===== src/rtl/mdu_pkg.sv =====
// Shared definitions for the multiply/divide unit: data width, operation encoding, FSM states.
package mdu_pkg;

  localparam int unsigned DATA_WIDTH = 32;

  // funct3 encoding of the RV32M operations
  typedef enum logic [2:0] {
    MDU_MUL    = 3'd0,
    MDU_MULH   = 3'd1,
    MDU_MULHSU = 3'd2,
    MDU_MULHU  = 3'd3,
    MDU_DIV    = 3'd4,
    MDU_DIVU   = 3'd5,
    MDU_REM    = 3'd6,
    MDU_REMU   = 3'd7
  } mdu_op_e;

  typedef enum logic [1:0] {
    ST_IDLE = 2'd0,
    ST_CALC = 2'd1,
    ST_DONE = 2'd2
  } mdu_state_e;

  function automatic logic op_is_div(input mdu_op_e op);
    return op inside {MDU_DIV, MDU_DIVU, MDU_REM, MDU_REMU};
  endfunction

  function automatic logic op_is_rem(input mdu_op_e op);
    return op inside {MDU_REM, MDU_REMU};
  endfunction

  function automatic logic op1_signed(input mdu_op_e op);
    return op inside {MDU_MULH, MDU_MULHSU, MDU_DIV, MDU_REM};
  endfunction

  function automatic logic op2_signed(input mdu_op_e op);
    return op inside {MDU_MULH, MDU_DIV, MDU_REM};
  endfunction

endpackage


===== src/rtl/mdu_divider.sv =====
// Unsigned radix-2 restoring divider: WIDTH iterations, the first one folded into the load cycle
// so that done pulses WIDTH cycles after start.
module mdu_divider
  import mdu_pkg::*;
#(
  parameter int unsigned WIDTH = DATA_WIDTH
) (
  input  logic             clk,
  input  logic             rst,
  input  logic             start,
  input  logic             abort,
  input  logic [WIDTH-1:0] dividend,
  input  logic [WIDTH-1:0] divisor,
  output logic             done,
  output logic [WIDTH-1:0] quotient,
  output logic [WIDTH-1:0] remainder
);

  localparam int unsigned CNT_W = $clog2(WIDTH);

  logic [WIDTH-1:0] dvsr_q;
  logic [WIDTH-1:0] rem_in;
  logic [WIDTH-1:0] quo_in;
  logic [WIDTH-1:0] dvsr_in;
  logic [WIDTH-1:0] rem_nx;
  logic [WIDTH-1:0] quo_nx;
  logic [WIDTH:0]   trial;
  logic [WIDTH:0]   diff;
  logic [CNT_W-1:0] cnt_q;
  logic             active_q;

  // One restoring step; the borrow bit of the trial subtraction is the inverted quotient bit
  always_comb begin
    rem_in  = start ? '0 : remainder;
    quo_in  = start ? dividend : quotient;
    dvsr_in = start ? divisor : dvsr_q;
    trial   = {rem_in, quo_in[WIDTH-1]};
    diff    = trial - {1'b0, dvsr_in};
    rem_nx  = diff[WIDTH] ? trial[WIDTH-1:0] : diff[WIDTH-1:0];
    quo_nx  = {quo_in[WIDTH-2:0], ~diff[WIDTH]};
  end

  always_ff @(posedge clk or posedge rst) begin
    if (rst) begin
      dvsr_q    <= '0;
      quotient  <= '0;
      remainder <= '0;
      cnt_q     <= '0;
      active_q  <= 1'b0;
      done      <= 1'b0;
    end else begin
      done <= 1'b0;
      if (abort) begin
        active_q <= 1'b0;
        cnt_q    <= '0;
      end else if (start) begin
        remainder <= rem_nx;
        quotient  <= quo_nx;
        dvsr_q    <= divisor;
        cnt_q     <= CNT_W'(WIDTH - 1);
        active_q  <= 1'b1;
      end else if (active_q) begin
        remainder <= rem_nx;
        quotient  <= quo_nx;
        cnt_q     <= cnt_q - CNT_W'(1);
        if (cnt_q == CNT_W'(1)) begin
          active_q <= 1'b0;
          done     <= 1'b1;
        end
      end
    end
  end

endmodule


===== src/rtl/mdu.sv =====
// RV32M multiply/divide unit with IDLE/CALC/DONE control and sign fix-up around unsigned datapaths.
// Define MDU_FAST_MUL_EN for a single-cycle combinational multiplier instead of shift-add.
module mdu
  import mdu_pkg::*;
#(
  parameter int unsigned WIDTH = DATA_WIDTH
) (
  input  logic             clk,
  input  logic             rst,
  input  logic             start_i,
  input  mdu_op_e          mdu_op_i,
  input  logic [WIDTH-1:0] operand1_i,
  input  logic [WIDTH-1:0] operand2_i,
  input  logic             flush_i,
  output logic             busy_o,
  output logic             valid_o,
  output logic [WIDTH-1:0] result_o
);

  localparam int unsigned PROD_W = 2 * WIDTH;
  localparam int unsigned CNT_W  = $clog2(WIDTH);
  localparam logic [WIDTH-1:0] MOST_NEG = {1'b1, {(WIDTH-1){1'b0}}};

  mdu_state_e       state_q, state_d;
  mdu_op_e          op_q, op_d;
  logic [WIDTH-1:0] mag1_q, mag1_d;
  logic             neg_a_q, neg_a_d;
  logic             neg_b_q, neg_b_d;
  logic [WIDTH-1:0] result_d;
  logic             div_start;
  logic             div_done;
  logic [WIDTH-1:0] div_quo;
  logic [WIDTH-1:0] div_rem;

  // Operand decode at acceptance: magnitudes plus the sign flags needed for fix-up
  logic             in_neg1, in_neg2, in_div0, in_ovf;
  logic [WIDTH-1:0] in_mag1, in_mag2, special_res;

  assign in_neg1 = op1_signed(mdu_op_i) & operand1_i[WIDTH-1];
  assign in_neg2 = op2_signed(mdu_op_i) & operand2_i[WIDTH-1];
  assign in_mag1 = in_neg1 ? (~operand1_i + WIDTH'(1)) : operand1_i;
  assign in_mag2 = in_neg2 ? (~operand2_i + WIDTH'(1)) : operand2_i;
  assign in_div0 = op_is_div(mdu_op_i) && (operand2_i == '0);
  assign in_ovf  = op_is_div(mdu_op_i) && op1_signed(mdu_op_i) &&
                   (operand1_i == MOST_NEG) && (operand2_i == '1);
  assign special_res = op_is_rem(mdu_op_i) ? (in_div0 ? operand1_i : '0)
                                           : (in_div0 ? '1 : MOST_NEG);

  logic [PROD_W-1:0] mul_prod;
  logic [PROD_W-1:0] mul_fixed;
  logic [WIDTH-1:0]  mul_res;
  logic              mul_last;

`ifdef MDU_FAST_MUL_EN
  logic [WIDTH-1:0] mag2_q, mag2_d;

  assign mul_prod = PROD_W'(mag1_q) * PROD_W'(mag2_q);
  assign mul_last = 1'b1;
`else
  logic [PROD_W-1:0] prod_q, prod_d;
  logic [CNT_W-1:0]  cnt_q, cnt_d;
  logic [WIDTH:0]    mul_sum;

  // Shift-add: upper half accumulates the multiplicand, lower half shifts the multiplier out
  assign mul_sum  = {1'b0, prod_q[PROD_W-1:WIDTH]} + (prod_q[0] ? {1'b0, mag1_q} : '0);
  assign mul_prod = {mul_sum, prod_q[WIDTH-1:1]};
  assign mul_last = (cnt_q == CNT_W'(WIDTH - 1));
`endif

  assign mul_fixed = neg_a_q ? -mul_prod : mul_prod;
  assign mul_res   = (op_q == MDU_MUL) ? mul_fixed[WIDTH-1:0] : mul_fixed[PROD_W-1:WIDTH];

  logic [WIDTH-1:0] div_res;
  assign div_res = op_is_rem(op_q) ? (neg_b_q ? -div_rem : div_rem)
                                   : (neg_a_q ? -div_quo : div_quo);

  mdu_divider #(.WIDTH(WIDTH)) u_divider (
    .clk       (clk),
    .rst       (rst),
    .start     (div_start),
    .abort     (flush_i),
    .dividend  (in_mag1),
    .divisor   (in_mag2),
    .done      (div_done),
    .quotient  (div_quo),
    .remainder (div_rem)
  );

  always_comb begin
    state_d   = state_q;
    op_d      = op_q;
    mag1_d    = mag1_q;
    neg_a_d   = neg_a_q;
    neg_b_d   = neg_b_q;
    result_d  = result_o;
    div_start = 1'b0;
`ifdef MDU_FAST_MUL_EN
    mag2_d    = mag2_q;
`else
    prod_d    = prod_q;
    cnt_d     = cnt_q;
`endif
    unique case (state_q)
      ST_IDLE: begin
        if (start_i && !flush_i) begin
          op_d    = mdu_op_i;
          mag1_d  = in_mag1;
          neg_a_d = in_neg1 ^ in_neg2;
          neg_b_d = in_neg1;
`ifdef MDU_FAST_MUL_EN
          mag2_d  = in_mag2;
`else
          prod_d  = {WIDTH'(0), in_mag2};
          cnt_d   = '0;
`endif
          if (in_div0 || in_ovf) begin
            state_d  = ST_DONE;
            result_d = special_res;
          end else begin
            state_d   = ST_CALC;
            div_start = op_is_div(mdu_op_i);
          end
        end
      end
      ST_CALC: begin
        if (flush_i) begin
          state_d = ST_IDLE;
        end else if (op_is_div(op_q)) begin
          if (div_done) begin
            state_d  = ST_DONE;
            result_d = div_res;
          end
        end else begin
`ifndef MDU_FAST_MUL_EN
          prod_d = mul_prod;
          cnt_d  = cnt_q + CNT_W'(1);
`endif
          if (mul_last) begin
            state_d  = ST_DONE;
            result_d = mul_res;
          end
        end
      end
      ST_DONE: state_d = ST_IDLE;
      default: state_d = ST_IDLE;
    endcase
  end

  always_ff @(posedge clk or posedge rst) begin
    if (rst) begin
      state_q  <= ST_IDLE;
      op_q     <= MDU_MUL;
      mag1_q   <= '0;
      neg_a_q  <= 1'b0;
      neg_b_q  <= 1'b0;
      busy_o   <= 1'b0;
      valid_o  <= 1'b0;
      result_o <= '0;
`ifdef MDU_FAST_MUL_EN
      mag2_q   <= '0;
`else
      prod_q   <= '0;
      cnt_q    <= '0;
`endif
    end else begin
      state_q  <= state_d;
      op_q     <= op_d;
      mag1_q   <= mag1_d;
      neg_a_q  <= neg_a_d;
      neg_b_q  <= neg_b_d;
      busy_o   <= (state_d != ST_IDLE);
      valid_o  <= (state_d == ST_DONE);
      result_o <= result_d;
`ifdef MDU_FAST_MUL_EN
      mag2_q   <= mag2_d;
`else
      prod_q   <= prod_d;
      cnt_q    <= cnt_d;
`endif
    end
  end

endmodule


===== config.mk =====
export PLATFORM = sky130hd
export DESIGN_NAME = mdu
export DESIGN_NICKNAME = d
export VERILOG_FILES = /design/src/rtl/mdu_pkg.sv /design/src/rtl/mdu_divider.sv /design/src/rtl/mdu.sv
export SDC_FILE = /design/constraint.sdc
export NUM_CORES = 1
export LEC_CHECK = 0
export ABC_AREA = 0
export BUFFER_PORTS_ARGS = -buffer_cell sky130_fd_sc_hd__buf_2
export CAP_MARGIN = 25
export CORE_MARGIN = 4
export CORE_UTILIZATION = 31
export CTS_CLUSTER_DIAMETER = 30
export CTS_CLUSTER_SIZE = 20
export DETAILED_ROUTE_END_ITERATION = 8
export GPL_TIMING_DRIVEN = 0
export SETUP_SLACK_MARGIN = 0.2
export SKIP_CTS_REPAIR_TIMING = 1
export SYNTH_ARGS = -nofsm -noshare
export SYNTH_HDL_FRONTEND = slang
export SYNTH_SLANG_ARGS = --single-unit

===== constraint.sdc =====
create_clock -name clk -period 9.9 [get_ports clk]
set_clock_uncertainty 0.05 [all_clocks]
set_input_delay 0.495 -clock clk [delete_from_list [all_inputs] [get_ports clk]]
set_output_delay 0.495 -clock clk [all_outputs]
set_load 0.01 [all_outputs]

==> results by group, run 1 <==
Synthesis
  • Ys async rst share: 1.00
  • Synthesis Warnings: 0
  • Gate count of the mapped netlist: 2,500
  • Top cells by area, synth: dfrtp_1 (31%), o21ai_0 (7.9%), nand2_1 (5.2%)
  • Synthesized cell area: 19,800 um^2
  • Yosys top cell area share: 0.310
  • Post-synthesis sequential area ratio: 0.310
  • Synth Register Bits: 245
  • Syn Nets: 2,646
  • Post-synth EDFFs: 0
  • Post-synth top flop: dfrtp_1
  • Largest area contributor in the netlist: dfrtp_1
  • Count leader, synth: o21ai_0
  • Synth cell count leaders: o21ai_0 (311), nand2_1 (272), dfrtp_1 (245), nor2_1 (181), a21oi_1 (173)
  • Synth cell types: 93
  • Syn Area/Cell: 7.90 um^2

STA
  • Slew margin rel.: 0.264
  • # setup viols final: 0
  • Final Cycle Share: 0.815
  • Peak Freq: 124 MHz
  • Fin. max-slew vios: 0
  • Final hold slack: 0.159 ns
  • Final worst setup slack: 1.84 ns
  • Worst slew pin tran: 1.09 ns
  • RSZ-0062 raised after global routing: no
  • Final hold viol count: 0
  • Final min period: 8.06 ns

Job
  • Max cap viols: 0

Worst setup path
  • Critical Path Sink Type: register
  • Arr. time, crit path: 8.52 ns
  • Worst r2r src: state_q[1]
  • Flop2flop setup slack: 3.35 ns
  • CP max FO: 10
  • Startpoint Class: input port
  • Worst R2R Path Depth: 20
  • WP data required: 10.36 ns
  • Critical path type: input port to register
  • Reg2Reg Capture Point: u_divider.remainder[28]

Routing
  • Detailed Routing Iterations Pass 1: 5
  • Post-route DRC: 0
  • Routed Antenna Nets: 0
  • Detailed Route WL: 80,400 um
  • Starting DRT DRC Count: 2,100
  • Vias per cell: 5.73
  • Routed len/inst: 22.4 um
  • Via count: 20,537

Die
  • Die Height: 260 um
  • Die Wd: 260 um
  • Core area: 63,100 um^2
  • Initial core utilization: 0.313
  • # rows: 92
  • Die area: 67,800 um^2
  • Num ports: 105

Final layout
  • Non-Filler Instances: 3,585
  • Syn-to-layout area delta: 21.0%
  • Fin nets: 2,829
  • Share of cells above drive strength 1: 0.101
  • Final Core Density: 0.379

Worst hold path
  • End of the worst hold path: op_q[1]
  • Hold_sp: mdu_op_i[1]
  • Hold Path Class: input port to register
  • Worst hold stages: 3

Clock tree
  • Clock root buffer: clkbuf_16
  • CTS tree: yes
  • Clock-pin slew on the worst setup and hold paths: 0.04 ns
  • Worst-Skew Late Latency: 0.62 ns
  • CTS H-tree lvls: 3
  • CTS Buf Count: 72
  • Clock buffer depth: 3
  • Clk sinks: 245

Placed design
  • Dpl ws: 1.47 ns
  • Placed Cells: 3,454
  • GPL Wtd Cong: 1.01
  • Final HPWL DP: 63,100 um
  • Number of I/O port buffers: 102

Power
  • Leak pwr: 0.0101 uW
  • PD cells: 288 nW/um^2
  • Max VDD drop: 0.118 mV

GRT
  • Global route overflow: 0
  • Initial antenna violation count: 5
  • Global-route wire length before repair: 120,000 um
  • Vias in the first global route: 19,357
  • GRT Resource Usage Total: 0.231
  • Largest net degree at the start of global routing: 121

Outcome
  • Run status: finished clean
[power by group]
group / switching [uW] / leakage (uW) / internal (uW)
combinational: 1850 / 0.00584 / 1090
clock: 704 / 0.00122 / 1660
sequential: 319 / 0.00308 / 1260
total: 2880 / 0.0101 / 4010
[cells by family after synthesis]
group	after synthesis	share of synthesized area
compound gates	829	0.259
xor+xnor	228	0.101
fa+ha+maj	76	0.0488
buf+inv	227	0.0440
flops	245	0.310
mux	36	0.0187
simple gates	859	0.218
[per-layer routing]
layer  vias up  GRT usage  wire length (um)
li1       9459          -                 -
met1      9991      0.300             33700
met2       866      0.369             36600
met3       219     0.0401              5730
met4         2      0.117              4390
met5         -          0                20
[registers in the layout, indices dropped and copies added, names as in the netlist]
signal,flops
valid_o,1
op_q,3
u_divider.cnt_q,5
result_o,32
u_divider.dvsr_q,32
mag1_q,32
neg_b_q,1
u_divider.active_q,1
state_q,2
cnt_q,5
u_divider.quotient,32
neg_a_q,1
busy_o,1
prod_q,64
u_divider.remainder,32
u_divider.done,1
[per-stage QoR]
step           power [uW]  setup TNS, ns  area (um^2)
2_1_floorplan        3550              0        19800
3_3_place_gp         4420        -171.13        21300
3_5_place_dp         4440              0        21400
4_1_cts              6830              0        23900
5_1_grt              7250              0        23900
6_report             6880              0        23900
[cells in the final DEF, fill, tap and decap left out, types with 19 or more instances in the layout]
master / Yosys / routed
a21oi_1: 173 / 173
inv_1: 67 / 66
nand2b_1: 22 / 22
nand2_1: 272 / 272
a21o_1: 56 / 56
nor2_1: 181 / 181
or3_1: 34 / 34
dfrtp_1: 245 / 245
xnor2_1: 112 / 112
xor2_1: 115 / 115
nor3_1: 33 / 33
o21ai_0: 311 / 311
a22oi_1: 36 / 36
o41ai_1: 22 / 22
o31ai_1: 43 / 43
o211ai_1: 35 / 35
clkbuf_16: 0 / 72
ha_1: 73 / 73
buf_2: 5 / 109
clkbuf_1: 144 / 154
nor4_1: 19 / 19
or4_1: 22 / 22
nand4_1: 32 / 32
nand3_1: 74 / 74
mux2i_1: 31 / 31
and2_1: 68 / 68
a31oi_1: 30 / 30
a211oi_1: 19 / 19
[final cells by class]
cell class	instances	area, um^2
Antenna cell	3	7.51
Buffer	159	614
Clock buffer	93	1990
Clock inverter	34	484
Fill cell	6692	39200
Inverter	68	263
Multi-Input combinational cell	2028	12800
Sequential cell	245	6130
Tap cell	846	1060
Timing Repair Buffer	109	597
[worst max-delay path, cell delays in order]
cell and delay, ns:
clkbuf_1 0.45, or3_1 0.20, and3_1 0.15, clkbuf_1 0.65, nand3_1 0.41, o31ai_2 0.73, or2_2 0.22, clkbuf_1 0.45
clkbuf_1 0.63, clkbuf_1 0.61, nand2_1 0.14, o21ai_0 0.13, ha_1 0.23, fa_1 0.21, nor2b_1 0.07, o21ai_0 0.13
nor3b_1 0.35, and4b_1 0.27, o21ai_1 0.34, a31oi_4 0.23, xnor2_1 0.36, buf_2 0.40, nand2_1 0.31, o211ai_1 0.31
[how the worst max path moves through the flow]
stage | startpoint | end | slack (ns) | cells past startpoint
detailed placement | mdu_op_i[2] | u_divider.remainder[28] | 1.47 | 24
global route | mdu_op_i[2] | u_divider.remainder[28] | 1.66 | 24
global placement | rst | u_divider.quotient[29] | -0.72 | 2
finish | mdu_op_i[2] | u_divider.remainder[28] | 1.84 | 24
CTS | mdu_op_i[2] | u_divider.remainder[28] | 2.04 | 24
floorplan | rst | busy_o | 2.63 | 1
Power figures use the tool's default switching activity.
==> inputs of run 2 (changes only) <==
==> constraint.sdc (replaced) <==
create_clock -name clk -period 6.6 [get_ports clk]
set_clock_uncertainty 0.05 [all_clocks]
set_input_delay 0.33 -clock clk [delete_from_list [all_inputs] [get_ports clk]]
set_output_delay 0.33 -clock clk [all_outputs]
set_load 0.01 [all_outputs]
==> run 2 against run 1 <==
Combinational power grew 53%. Cell area grew 0.75%. Die area stayed put. Non-clock buffer count rose by 9. Sequential share of layout area fell by 0.19 points. Setup slack got worse by 1.4 ns. Worst hold slack worse by 0.16 ns. Critical endpoint unchanged. Largest cell class unchanged.
==> results by group, run 2 (synthesis results as in run 1) <==
Worst hold path
  • Hold_sp: mdu_op_i[1]
  • Hold Path Class: input port to register
  • Worst hold stages: 3 (unchanged)
  • End of the worst hold path: op_q[1]

Worst setup path
  • Cell family with most CP delay: compound AO/OA/AOI/OAI gates
  • Arr. time, crit path: 6.58 ns (-1.94 ns)
  • Worst R2R Path Depth: 16 (-20%)
  • Flop2flop setup slack: 0.66 ns (-2.69 ns)
  • Critical path type: input port to register
  • Worst r2r src: prod_q[0]
  • Startpoint Class: input port
  • Critical Path Sink Type: register
  • CP max FO: 10 (unchanged)
  • Reg2Reg Capture Point: result_o[25]
  • WP data required: 7.06 ns (-3.30 ns)
  • Critical Path Max Stage Delay: 0.50 ns (-0.23 ns)
  • Crit-path slowest cell: or3b_2
  • Most used cell, CP: nor2_1
  • Buf/Inv on CP: 7 (+1)

Routing
  • Post-route DRC: 0 (unchanged)
  • Via count: 20,561 (+0.12%)
  • Detailed Routing Iterations Pass 1: 6 (+1)
  • Vias per cell: 5.72 (-0.13%)
  • Starting DRT DRC Count: 2,113 (+0.62%)
  • Detailed Route WL: 80,800 um (+0.51%)
  • Routed len/inst: 22.5 um (+0.25%)
  • Routed Antenna Nets: 0 (unchanged)

STA
  • Final hold viol count: 0 (unchanged)
  • Slew margin rel.: 0.311 (+0.0474)
  • Worst slew pin tran: 1.03 ns (-0.0679 ns)
  • Fin. max-slew vios: 0 (unchanged)
  • Peak Freq: 163 MHz
  • Final worst setup slack: 0.479 ns (-1.36 ns)
  • Final min period: 6.12 ns
  • Setup TNS: 0 ns (unchanged)
  • Final hold slack: 0.000354 ns (-0.158 ns)
  • Final Cycle Share: 0.927
  • # setup viols final: 0 (unchanged)
  • RSZ-0062 raised after global routing: no

Final layout
  • Commonest cells after routing, fill and taps aside: o21ai_0 (311), nand2_1 (272), dfrtp_1 (245)
  • Fin nets: 2,838 (+0.32%)
  • Reg with most FFs: prod_q
  • Final Core Density: 0.382 (+0.00286)
  • Share of cells above drive strength 1: 0.107 (+0.00692)
  • Max reg flops: 64 (unchanged)
  • Syn-to-layout area delta: 21.9%
  • Most common cell after layout, fill and taps aside: o21ai_0

Clock tree
  • Worst-Skew Late Latency: 0.61 ns (about the same)
  • Clock buffer depth: 3 (unchanged)
  • Clock-pin slew on the worst setup and hold paths: 0.04 ns (about the same)
  • Clock root buffer: clkbuf_16
  • CTS tree: yes
  • CTS H-tree lvls: 3 (unchanged)
  • Clk sinks: 245 (unchanged)
  • CTS Buf Count: 72 (unchanged)

Die
  • # rows: 92 (unchanged)
  • Num ports: 105 (unchanged)
  • Die area: 67,800 um^2 (unchanged)
  • Die Height: 260 um (unchanged)
  • Core area: 63,100 um^2 (unchanged)
  • Initial core utilization: 0.313 (unchanged)
  • Die Wd: 260 um (unchanged)

GRT
  • Vias in the first global route: 19,607 (+1.3%)
  • Global route overflow: 0 (unchanged)
  • Initial antenna violation count: 2 (-3)
  • GRT Resource Usage Total: 0.233 (+0.00199)
  • Global-route wire length before repair: 121,000 um (+0.97%)
  • Largest net degree at the start of global routing: 40 (-67%)

Power
  • Leak pwr: 0.0102 uW (+0.82%)
  • PD cells: 430 nW/um^2 (+49%)
  • Max VDD drop: 0.214 mV (+81%)

Placed design
  • GPL Wtd Cong: 1.00 (-0.26%)
  • Final HPWL DP: 63,300 um (+0.29%)
  • Dpl ws: -1.67 ns (-3.14 ns)
  • Number of I/O port buffers: 102 (unchanged)

Job
  • Max cap viols: 0 (unchanged)

Outcome
  • Run status: finished clean
==> run 2: cell types whose count changed in the layout (fill, tap and decap cells not counted), sizes merged <==
cell,delta
buf,+8
bufinv,-3
clkbuf,+8
clkdlybuf4s15,+1
clkinv,-6
clkinvlp,+4
diode,-1
inv,-2
==> run 2: worst register-to-register path, cell delays in order (launching register included) <==
cell and delay (ns):
dfrtp_1 0.41, clkbuf_1 0.47, and2_1 0.21, ha_1 0.17, inv_1 0.06, fa_1 0.40
nand2b_1 0.21, a211oi_1 0.67, o2111a_1 0.42, o21ai_0 0.20, a222oi_1 0.74, nand4_1 0.29
nor4b_1 0.69, a21oi_1 0.17, xnor2_1 0.21, o21ai_0 0.28, nand3_1 0.12
==> run 2: how the worst max path moves through the flow <==
stage,cells past startpoint,slack [ns],start,to
after global routing,26,0.20,operand1_i[0],u_divider.remainder[22]
after floorplan,23,1.00,operand1_i[0],u_divider.remainder[0]
after global placement,25,-2.16,operand1_i[0],u_divider.remainder[22]
after CTS,24,-1.08,mdu_op_i[2],u_divider.remainder[28]
final,26,0.48,operand1_i[0],u_divider.remainder[28]
after detailed placement,24,-1.67,mdu_op_i[2],u_divider.remainder[28]
==> run 2: where the power goes <==
group | leakage (uW) | switching (uW) | internal, uW
Sequential | 0.00308 | 470 | 1880
Combinational | 0.00594 | 2840 | 1660
Clock | 0.00120 | 1050 | 2470
==> run 2: stage by stage <==
| step | instance area, um^2 | total power (uW) | std cells |
|---|---|---|---|
| 3_5_place_dp | 21500 | 6690 | 3460 |
| 4_1_cts | 24000 | 10300 | 3588 |
| 3_3_place_gp | 21300 | 6660 | 3448 |
| 6_report | 24100 | 10400 | 3594 |
| 5_1_grt | 24100 | 10900 | 3593 |
| 2_1_floorplan | 19800 | 5320 | 2500 |
==> run 2: per-layer routing <==
layer	vias to the layer above	track usage	part of all wire
li1	9471	-	-
met2	890	0.367	0.45
met1	9992	0.306	0.42
met3	208	0.0397	0.075
met5	-	0	0
met4	0	0.121	0.056
==> run 2: area by class of cell <==
cell class / instances / area (um^2)
tap: 846 / 1060
clock inverter: 27 / 360
fill: 6669 / 39000
timing repair buffer: 119 / 731
clock buffer: 101 / 2100
antenna: 2 / 5.00
inverter: 68 / 259
sequential: 245 / 6130
multi-input combinational: 2028 / 12800
buffer: 158 / 627
